--- src/rtl/brq_dmem_pkg.sv ---
// Shared types for the data-memory bus interface: FSM states, access codes
// and the byte-strobe width.
package brq_dmem_pkg;

  localparam int BeWidth = 4;

  typedef enum logic [1:0] {
    IDLE = 2'd0,
    REQ  = 2'd1,
    WAIT = 2'd2
  } dmem_state_e;

  typedef enum logic [2:0] {
    LB0     = 3'b000,
    LB1     = 3'b001,
    LB2     = 3'b010,
    LB3     = 3'b011,
    LH_LO   = 3'b100,
    LH_HI   = 3'b101,
    LW      = 3'b110,
    INVALID = 3'b111
  } dmem_code_e;

endpackage

--- src/rtl/brq_dmem_lane_steer.sv ---
// Combinational lane steering: turns an access code and right-aligned store
// data into bus byte strobes and replicated write data.
module brq_dmem_lane_steer
  import brq_dmem_pkg::*;
#(
  parameter int DataWidth = 32
) (
  input  logic [2:0]           code,
  input  logic [DataWidth-1:0] data,
  output logic [BeWidth-1:0]   be,
  output logic [DataWidth-1:0] wdata,
  output logic                 invalid
);

  // Narrow stores replicate their bytes across every lane so the slave can
  // pick whichever lane the strobes select.
  always_comb begin
    be      = '0;
    wdata   = '0;
    invalid = 1'b0;
    case (dmem_code_e'(code))
      LB0, LB1, LB2, LB3: begin
        be    = 4'b0001 << code[1:0];
        wdata = {4{data[7:0]}};
      end
      LH_LO: begin
        be    = 4'b0011;
        wdata = {2{data[15:0]}};
      end
      LH_HI: begin
        be    = 4'b1100;
        wdata = {2{data[15:0]}};
      end
      LW: begin
        be    = 4'b1111;
        wdata = data;
      end
      default: invalid = 1'b1;
    endcase
  end

endmodule

--- src/rtl/brq_dmem_if.sv ---
// Data-memory bus interface: issues one req/gnt/rvalid transaction per
// load/store, stalls the pipeline until it completes, and faults on timeout.
module brq_dmem_if
  import brq_dmem_pkg::*;
#(
  parameter int DataWidth     = 32,
  parameter int AddrWidth     = 15,
  parameter int TimeoutCycles = 255
) (
  input  logic                 brq_clk,
  input  logic                 brq_rst_n,
  input  logic                 ldst_req_valid,
  input  logic                 ldst_we,
  input  logic [2:0]           ldst_byte_en,
  input  logic [AddrWidth-1:0] ldst_mem_addr,
  input  logic [DataWidth-1:0] ldst_store_data,
  output logic [DataWidth-1:0] ldst_load_data_in,
  output logic                 dmem_stall,
  output logic                 dmem_done,
  output logic                 dmem_fault,
  output logic                 dmem_req,
  output logic                 dmem_we,
  output logic [BeWidth-1:0]   dmem_be,
  output logic [AddrWidth-1:0] dmem_addr,
  output logic [DataWidth-1:0] dmem_wdata,
  input  logic                 dmem_gnt,
  input  logic                 dmem_rvalid,
  input  logic [DataWidth-1:0] dmem_rdata,
  input  logic                 dmem_err
);

  localparam int CntWidth = $clog2(TimeoutCycles + 1);
  localparam logic [CntWidth-1:0] CntLast = CntWidth'(TimeoutCycles - 1);

  dmem_state_e state_q, state_d;
  logic [CntWidth-1:0]  cnt_q;
  logic [BeWidth-1:0]   steer_be;
  logic [DataWidth-1:0] steer_wdata;
  logic                 steer_invalid;
  logic                 accept, issue, complete, timeout;

  brq_dmem_lane_steer #(.DataWidth(DataWidth)) u_lane_steer (
    .code    (ldst_byte_en),
    .data    (ldst_store_data),
    .be      (steer_be),
    .wdata   (steer_wdata),
    .invalid (steer_invalid)
  );

  // The done/fault cycle still carries the finished instruction, so it must
  // not be accepted again.
  always_comb begin
    state_d  = state_q;
    accept   = 1'b0;
    issue    = 1'b0;
    complete = 1'b0;
    timeout  = 1'b0;
    case (state_q)
      IDLE: begin
        accept = ldst_req_valid && !dmem_done && !dmem_fault;
        issue  = accept && !steer_invalid;
        if (issue) state_d = REQ;
      end
      REQ: begin
        if (dmem_gnt && dmem_rvalid) complete = 1'b1;
        else if (cnt_q == CntLast)   timeout  = 1'b1;
        else if (dmem_gnt)           state_d  = WAIT;
      end
      WAIT: begin
        if (dmem_rvalid)           complete = 1'b1;
        else if (cnt_q == CntLast) timeout  = 1'b1;
      end
      default: state_d = IDLE;
    endcase
    if (complete || timeout) state_d = IDLE;
  end

  assign dmem_stall = accept || (state_q == REQ) || (state_q == WAIT);

  always_ff @(posedge brq_clk or negedge brq_rst_n) begin
    if (!brq_rst_n) state_q <= IDLE;
    else            state_q <= state_d;
  end

  always_ff @(posedge brq_clk or negedge brq_rst_n) begin
    if (!brq_rst_n)            cnt_q <= '0;
    else if (issue)            cnt_q <= '0;
    else if (state_q != IDLE)  cnt_q <= cnt_q + 1'b1;
  end

  // Bus fields are captured once at issue and held until the slave grants.
  always_ff @(posedge brq_clk or negedge brq_rst_n) begin
    if (!brq_rst_n) begin
      dmem_req          <= 1'b0;
      dmem_we           <= 1'b0;
      dmem_be           <= '0;
      dmem_addr         <= '0;
      dmem_wdata        <= '0;
      dmem_done         <= 1'b0;
      dmem_fault        <= 1'b0;
      ldst_load_data_in <= '0;
    end else begin
      dmem_done  <= complete && !dmem_err;
      dmem_fault <= (complete && dmem_err) || timeout || (accept && steer_invalid);
      if (issue) begin
        dmem_req   <= 1'b1;
        dmem_we    <= ldst_we;
        dmem_be    <= steer_be;
        dmem_addr  <= ldst_mem_addr;
        dmem_wdata <= steer_wdata;
      end else if (((state_q == REQ) && dmem_gnt) || timeout) begin
        dmem_req <= 1'b0;
      end
      if ((complete || timeout) && !dmem_we)
        ldst_load_data_in <= (complete && !dmem_err) ? dmem_rdata : '0;
    end
  end

endmodule

--- config.mk ---
export PLATFORM = sky130hd
export DESIGN_NAME = brq_dmem_if
export DESIGN_NICKNAME = d
export VERILOG_FILES = /design/src/rtl/brq_dmem_pkg.sv /design/src/rtl/brq_dmem_lane_steer.sv /design/src/rtl/brq_dmem_if.sv
export SDC_FILE = /design/constraint.sdc
export NUM_CORES = 1
export LEC_CHECK = 0
export ABC_AREA = 1
export CORE_ASPECT_RATIO = 0.6
export CORE_MARGIN = 10
export CORE_UTILIZATION = 41
export CTS_BUF_LIST = sky130_fd_sc_hd__clkbuf_4 sky130_fd_sc_hd__clkbuf_8
export CTS_CLUSTER_DIAMETER = 150
export CTS_CLUSTER_SIZE = 24
export DETAILED_ROUTE_END_ITERATION = 10
export PLACE_DENSITY = 0.78
export SYNTH_ARGS = -nofsm -noshare
export SYNTH_HDL_FRONTEND = slang
export SYNTH_HIERARCHICAL = 1
export SYNTH_SLANG_ARGS = --single-unit
--- constraint.sdc ---
create_clock -name brq_clk -period 1.42 [get_ports brq_clk]
set_input_delay 0.284 -clock brq_clk [delete_from_list [all_inputs] [get_ports brq_clk]]
set_output_delay 0.284 -clock brq_clk [all_outputs]
set_load 0.01 [all_outputs]
Word-level counts from Yosys, hierarchy flattened
Cells that the tools add are included.
{ "totals": {"out_inout_bits": 88, "register_bits": 97, "wordCells": 77, "in_bits": 89} }
{ "classes": {"n_addsub": 1, "shifts": 1, "n_mux": 23, "n_eq_ne": 14, "reduce_logical": 28} }
{ "ops": {"columns": ["operator", "n"], "rows": [
  ["$pmux 32 s3", 1],
  ["$mux 32", 1],
  ["$mux 8", 2],
  ["$pmux 4 s4", 1],
  ["$ne 3x3->1 const B", 4],
  ["$mux 1", 10],
  ["$mux 2", 5],
  ["$eq 3x3->1 const B", 3],
  ["$logic_and 1x1->1", 9],
  ["$add 8x1->8 const B", 1],
  ["$eq 8x8->1 const B", 1],
  ["$reduce_or 7->1", 1],
  ["$eq 3x2->1 const B", 2],
  ["$logic_or 1x1->1", 6],
  ["$pmux 2 s3", 1],
  ["$reduce_bool 2->1", 3],
  ["$reduce_and 5->1", 1],
  ["$logic_not 1->1", 4],
  ["$pmux 1 s2", 2],
  ["$reduce_or 4->1", 1],
  ["$shl 1x2->4 const A", 1],
  ["$eq 3x1->1 const B", 1],
  ["$logic_not 3->1", 1],
  ["$eq 2x1->1 const B", 1],
  ["4 further kinds", 4]
]} }

Logic depth before layout (Yosys ltp)
Gate-level depths: netlist (run 1).
{ "depth": {"depth_word": 7, "depth_mapped": 11, "ltp_nobuf": 11} }

By module
Netlist (run 1), hierarchy kept.
{ "by_module_without_submodules": {"columns": ["module", "cells_per_inst", "seq_area_each_um2", "area_each_um2", "n_inst"], "rows": [
  ["brq_dmem_if", 459, 2427.3, 4086.4, 1],
  ["brq_dmem_lane_steer", 115, 0.0, 624.3, 1]
]} }

Worst setup path before layout (run 1)
No wires, ideal clock.
{ "synth_timing": {"path_kind": "register -> register", "start": "register state_q[0]", "end": "register ldst_load_data_in[2]", "t_arrival_ps": 1369, "path_stages_with_launch": 11, "path_slack_ps": -67, "period_less_slack_ps": 1487, "t_required_ps": 1302, "setup_ps": 118, "n_path_buf": 1, "cell_sequence": "dfrtp_1 inv_1 ha_1 nand2_1 nor2_4 inv_2 nand2_2 nand2_4 buf_6 nand2_2 nand2_1"} }
{ "synth_between": {"elab_chain_cells": 4, "elab_cells_between_ends": 8, "classes_between": "2 x eq/ne; 3 x mux; 3 x reduce/logical"} }
{ "synth_rtl": {"columns": ["item", "line_no", "source"], "rows": [
  ["from (decl)", "brq_dmem_if.sv:35", "dmem_state_e state_q, state_d;"],
  ["from (signal assigned)", "brq_dmem_if.sv:82", "else state_q <= state_d;"],
  ["$eq 2x2->1 or $eq 2x1->1 (tied branches)", "brq_dmem_if.sv:58", "case (state_q)"],
  ["$pmux 1 s2", "brq_dmem_if.sv:58", null],
  ["$logic_and 1x1->1 or $logic_or 1x1->1 (tied branches)", "brq_dmem_if.sv:115, brq_dmem_if.sv:114", null],
  ["$mux 32 or $logic_and 1x1->1 (tied branches)", "brq_dmem_if.sv:115, brq_dmem_if.sv:114", null],
  ["to (signal assigned)", "brq_dmem_if.sv:115", "ldst_load_data_in <= (complete && !dmem_err) ? dmem_rdata : '0;"],
  ["to (decl)", "brq_dmem_if.sv:17", "output logic [DataWidth-1:0] ldst_load_data_in,"]
]} }
Parallel ways exist; a longest one is shown, timed or not.
A chain may end at the register's enable or synchronous reset.

Worst setup path in the final report (run 1)
{ "layout_timing": {"start": "register state_q[1]", "end": "register ldst_load_data_in[2]"} }
Same word-level chain as after synthesis.

==> metrics.txt, run 1 <==
clk buf depth 2; vias per cell 5.59; slew margin rel. 0.687; post-synthesis register bit count 97; clock-pin slew on the worst setup and hold paths 0.11 ns; chip width 158 um; CP Data Arrival Time 2.17 ns; Mapped Cells 574; Commonest cells post-synth nand2_1 (257), dfrtp_1 (97), nand4_1 (52); Startpoint Class register; Post-synth top flop dfrtp_1; pre-CTS setup slack -0.598 ns; Worst setup EP type register; area share of the largest cell type after synthesis 0.515; Final Skew 0.0126 ns; share of post-route cells with drive strength above 1 0.330; IO Port Bufs 176; top-count cell post-synth nand2_1; Final setup viols 98; first-pass GRT wire length 28300 um; number of global-route vias before repair 5204; GRT Overall Usage 0.221; global route overflow 0; Mapped Avg Cell Area 8.21 um^2; Initial Util 0.418; Setup Crit Path Kind reg -> reg; syn nets 668; final-report hold violation count 0; # IOs 177; total wire length 20100 um; unrepaired setup endpoints after global routing true; Netlist cell types 23; fin util 0.721; FMAX 543 MHz; worst skew pair latency 0.39 ns; area delta synth->final 72.3%; Worst EP required 1.75 ns; Slew Limit Fails 0; Power Density 1900 mW/mm^2; die area 0.0163 mm^2; crit-path max FO 8; Die Span Y 103 um; YS warnings 6; GP Congestion 0.867; MaxCap Viol Count 0; ys async rst share 1.00; # rows 30; Final Cycle Share 1.30; HPWL after DPL 12000 um; worst vdd ir 0.000967 V; via count 5374; Seq/Total Area, Yosys 0.515; HP Class in -> async; pin count of the biggest net entering global routing 43; Synth area leader dfrtp_1; clk sinks 97; fill cell count 762; post-DR wirelength/cell 20.9 um; CTS tree built; TritonCTS buffer count 9; Layout Nets 906; fin crit period 1.84 ns; core region area 0.0113 mm^2; ANT cells 0; initial antenna violation count 0; DRT iter0 DRCs 686; ANT nets after route 0; status finished, violations left; number of enable flip-flop cells after synthesis 0; Slew @ Worst Pin 0.466 ns; Final WS setup -0.422 ns; failing checks negative setup slack; CTS H-tree lvls 3; Mapped Area 0.00471 mm^2; synth top area cells dfrtp_1 (52%), nand2_1 (20%), nand4_1 (6.9%); DR DRC count 0; drt first pass iters 5; Root Buffer clkbuf_8; Pleak 0.00418 uW
==> final cells by class <==
class / count / area [um^2] / share of cell area
clock buffer: 9 / 124 / 0.0153
tap: 144 / 180 / 0.0222
timing repair buffer: 260 / 2650 / 0.326
multi-input combinational: 413 / 2520 / 0.311
inverter: 31 / 145 / 0.0179
sequential: 97 / 2430 / 0.299
clock inverter: 7 / 67.6 / 0.00832
==> registers in the layout, summed over array words and instances (netlist names) <==
name               count
dmem_done              1
dmem_wdata            32
ldst_load_data_in     32
dmem_we                1
dmem_be                4
dmem_addr             15
state_q                2
dmem_fault             1
cnt_q                  8
dmem_req               1
==> repair_timing <==
| item | in CTS | in global routing |
|---|---|---|
| endpoints found under the hold margin | 16 | 0 |
| setup buffers | 21 | 25 |
| setup endpoints to repair | 182 | 112 |
| hold buffers | 1 | 0 |
| gates resized for setup | 194 | 158 |
| cloned | 10 | 3 |
| pin swaps | 26 | 39 |
==> report_power, final <==
group	leakage (uW)	total [uW]	internal [uW]	switching, uW
registers	0.00125	4910	3960	951
logic	0.00283	8660	4180	4480
clock network	0.0000966	1830	693	1130
total	0.00418	15400	8840	6560
==> layer usage <==
metal / global-route usage / share of wire / routed length (um) / vias to the layer above
li1: - / - / - / 2349
met1: 0.267 / 0.37 / 7540 / 2579
met2: 0.358 / 0.48 / 9640 / 365
met3: 0.0721 / 0.10 / 2090 / 81
met4: 0.0907 / 0.043 / 856 / 0
met5: 0 / 0 / 0 / -
==> final timing paths <==
| kind | startpoint | depth (start not counted) | to | slack (ns) |
|---|---|---|---|---|
| worst max-delay path | state_q[1] | 10 | ldst_load_data_in[2] | -0.42 |
| worst min-delay path | brq_rst_n | 2 | ldst_load_data_in[10] | 0.32 |
| worst max register to register | state_q[1] | 10 | ldst_load_data_in[2] | -0.42 |
| worst min register to register | ldst_load_data_in[25] | 2 | ldst_load_data_in[25] | 0.48 |
| max in group asynchronous | brq_rst_n | 3 | ldst_load_data_in[14] | 0.58 |
| min in group brq_clk | ldst_mem_addr[2] | 3 | dmem_addr[2] | 0.44 |
==> through the flow <==
step / instance area, um^2 / setup TNS (ns) / total power, uW / hold WS [ns] / instances
4_1_cts: 7630 / -20.80 / 13900 / 0.311 / 944
5_1_grt: 8120 / -37.58 / 16200 / 0.343 / 961
2_1_floorplan: 4760 / -0.921 / 7520 / -0.0116 / 574
3_5_place_dp: 6800 / -45.62 / 11300 / 0.184 / 896
3_3_place_gp: 6800 / -38.19 / 11100 / 0.179 / 896
6_report: 8120 / -31.97 / 15400 / 0.319 / 961
==> cell families (layout without fill, tap and decap cells) <==
family | after synthesis | in the layout | synth area share
and+or+nand+nor | 378 | 380 | 0.354
AOI/OAI and AO/OA | 28 | 28 | 0.0313
adders and majority gates | 5 | 5 | 0.0133
DFF | 97 | 97 | 0.515
buffers and inverters | 66 | 307 | 0.0858
==> cells in the final DEF, fill, tap and decap left out, types with 5 or more instances in the layout <==
master           Yosys  layout
clkdlybuf4s50_1      0      84
inv_1               25      20
clkbuf_8             0       9
nand3_1             44      38
clkdlybuf4s15_1      0      20
nand2_1            257     145
buf_6               15      11
dfrtp_1             97      96
inv_2                3       6
o21ai_0             21       9
nand2_2             11      87
buf_12               0      17
o21ai_2              0       5
nand4_1             52      52
o21ai_1              0       7
buf_4                9      50
nand3_2              1       6
dlygate4sd2_1        0      65
nand2_4              1      37
==> worst max-delay path: stages (launching register included) <==
cell and delay, ns:
dfrtp_2 0.44, buf_4 0.14, ha_4 0.17, buf_4 0.13
a21oi_2 0.22, nor2_4 0.11, inv_2 0.11, nand2_4 0.12
nand2_4 0.20, nand2_2 0.06, nand2_1 0.08
(Power assumes the default switching activity.)
==> run 2, diff against run 1 <==
- HOLD_SLACK_MARGIN: default -> 0.1
==> results of run 2 <==
Same layout as run 1: the final DEF is identical, and so are final timing and power.
==> run 3, diff against run 2 <==
- RECOVER_POWER: default -> 50
==> metrics.txt, run 3 (synthesis gave the netlist of run 1 again) <==
status finished, violations left (unchanged); failing checks negative setup slack (unchanged); clk buf depth 2 (unchanged); delay-heaviest family, CP simple AND/OR/NAND/NOR gates (unchanged); chip width 158 um (unchanged); Final Skew 0.0157 ns (was 0.0126 ns); clk sinks 97 (unchanged); crit-path max FO 8 (unchanged); global route overflow 0 (unchanged); DR DRC count 0 (unchanged); slew margin rel. 0.668 (was 0.687); final-report hold violation count 0 (unchanged); GRT Overall Usage 0.221 (unchanged); vias per cell 5.60 (was 5.59); fin crit period 1.84 ns (about the same); slowest CP cell dfrtp_2 (unchanged); worst skew pair latency 0.39 ns (about the same); Final Cycle Share 1.30 (about the same); post-DR wirelength/cell 20.9 um (about the same); worst vdd ir 0.000974 V (was 0.000967 V); total wire length 20100 um (about the same); share of post-route cells with drive strength above 1 0.330 (unchanged); core region area 0.0113 mm^2 (unchanged); die area 0.0163 mm^2 (unchanged); clock-pin slew on the worst setup and hold paths 0.11 ns (about the same); ANT nets after route 0 (unchanged); worst path bufs/invs 3 (unchanged); Startpoint Class register (unchanged); unrepaired setup endpoints after global routing true (unchanged); first-pass GRT wire length 28300 um (unchanged); Final TNS setup -32.23 ns (was -31.97 ns); CTS tree built (unchanged); Layout Nets 906 (unchanged); Min Hold Slack 0.402 ns (was 0.319 ns); HPWL after DPL 12000 um (unchanged); Slew @ Worst Pin 0.498 ns (was 0.466 ns); Worst EP required 1.74 ns (was 1.75 ns); most frequent cells in the layout nand2_1 (145), dfrtp_1 (96), nand2_2 (87) (unchanged); Worst setup EP type register (unchanged); Pleak 0.00417 uW (was 0.00418 uW); FMAX 543 MHz (about the same); HP Class in -> async (unchanged); ANT cells 0 (unchanged); GP Congestion 0.867 (unchanged); Die Span Y 103 um (unchanged); Setup Crit Path Kind reg -> reg (unchanged); pre-CTS setup slack -0.598 ns (unchanged); TritonCTS buffer count 9 (unchanged); Final setup viols 96 (was 98); number of global-route vias before repair 5204 (unchanged); CTS H-tree lvls 3 (unchanged); area delta synth->final 71.9% (was 72.3%); Final WS setup -0.421 ns (was -0.422 ns); Root Buffer clkbuf_8 (unchanged); DRT iter0 DRCs 680 (was 686); top flop regs dmem_wdata: 32 flops, ldst_load_data_in: 32 flops, dmem_addr: 15 flops (unchanged); # IOs 177 (unchanged); initial antenna violation count 0 (unchanged); pin count of the biggest net entering global routing 43 (unchanged); Power Density 1900 mW/mm^2 (about the same); fin cells 961 (unchanged); # rows 30 (unchanged); MaxCap Viol Count 0 (unchanged); Cell Area, Placed 0.00680 mm^2 (unchanged); Worst path max stage delay 0.44 ns (about the same); Design Area, Final 0.00810 mm^2 (was 0.00812 mm^2); IO Port Bufs 176 (unchanged); Placed Cells 896 (unchanged); via count 5382 (was 5374); Slew Limit Fails 0 (unchanged); Initial Util 0.418 (unchanged); commonest non-fill, non-tap cell in the layout nand2_1 (unchanged); drt first pass iters 5 (unchanged); CP Cell Sequence buf_4 > ha_4 > buf_4 > a21oi_2 > nor2_4 > inv_2 > nand2_4 > nand2_4 > nand2_2 > nand2_1 (unchanged); CP Data Arrival Time 2.16 ns (was 2.17 ns)
run 3: cell count changes in the layout (fill, tap and decap cells not counted):
cell / change
buf_12: -2
buf_6: +2
buf_4: -1
clkbuf_2: +1
run 3: routing by layer:
metal / vias to the layer above / GRT usage / share of wire
li1: 2350 / - / -
met1: 2610 / 0.267 / 0.38
met2: 331 / 0.358 / 0.47
met3: 91 / 0.0721 / 0.099
met4: 0 / 0.0907 / 0.045
met5: - / 0 / 0
run 3: power breakdown:
| part | total, uW | internal [uW] | switching (uW) | leakage, uW |
|---|---|---|---|---|
| Clock | 1810 | 693 | 1120 | 0.0000966 |
| Combinational | 8650 | 4180 | 4480 | 0.00282 |
| Sequential | 4910 | 3960 | 954 | 0.00125 |
| Total | 15400 | 8830 | 6550 | 0.00417 |
run 3: final cells by class:
class | count | area (um^2)
flip-flops and latches | 97 | 2430
well taps | 144 | 180
multi-input cells | 413 | 2520
clock buffers | 9 | 124
inverters | 31 | 145
fillers | 766 | 3160
clock inverters | 7 | 67.6
repair buffers | 260 | 2630
run 3: timing repair:
action | in CTS | in global routing
setup buffers | 21 | 25
setup endpoints to repair | 182 | 112
resized for setup | 194 | 158
endpoints found under the hold margin | 58 | 0
hold buffers | 1 | 0
gates cloned | 10 | 3
pin swaps | 26 | 39
run 3: through the flow:
| step | util | total power [uW] |
|---|---|---|
| CTS | 0.677 | 13900 |
| detailed placement | 0.604 | 11300 |
| global route | 0.719 | 16200 |
| floorplan | - | 7520 |
| finish | 0.719 | 15400 |
| global placement | 0.604 | 11100 |
run 3: path summary, 6_finish.rpt:
kind                                       start                     to  slack [ns]  cells after the start
max reg2reg                           state_q[1]   ldst_load_data_in[2]       -0.42                     10
min reg2reg                ldst_load_data_in[25]  ldst_load_data_in[25]        0.48                      2
max                                   state_q[1]   ldst_load_data_in[2]       -0.42                     10
min                                    brq_rst_n  ldst_load_data_in[10]        0.40                      2
min in group brq_clk            ldst_mem_addr[2]           dmem_addr[2]        0.44                      3
max in group asynchronous              brq_rst_n          dmem_wdata[9]        0.25                      3
run 3: worst reg2reg max path, cell delays in order, from the launching register on:
cell and delay (ns):
dfrtp_2 0.44, buf_4 0.14, ha_4 0.17, buf_4 0.13, a21oi_2 0.22, nor2_4 0.10, inv_2 0.11, nand2_4 0.12
nand2_4 0.21, nand2_2 0.06, nand2_1 0.08
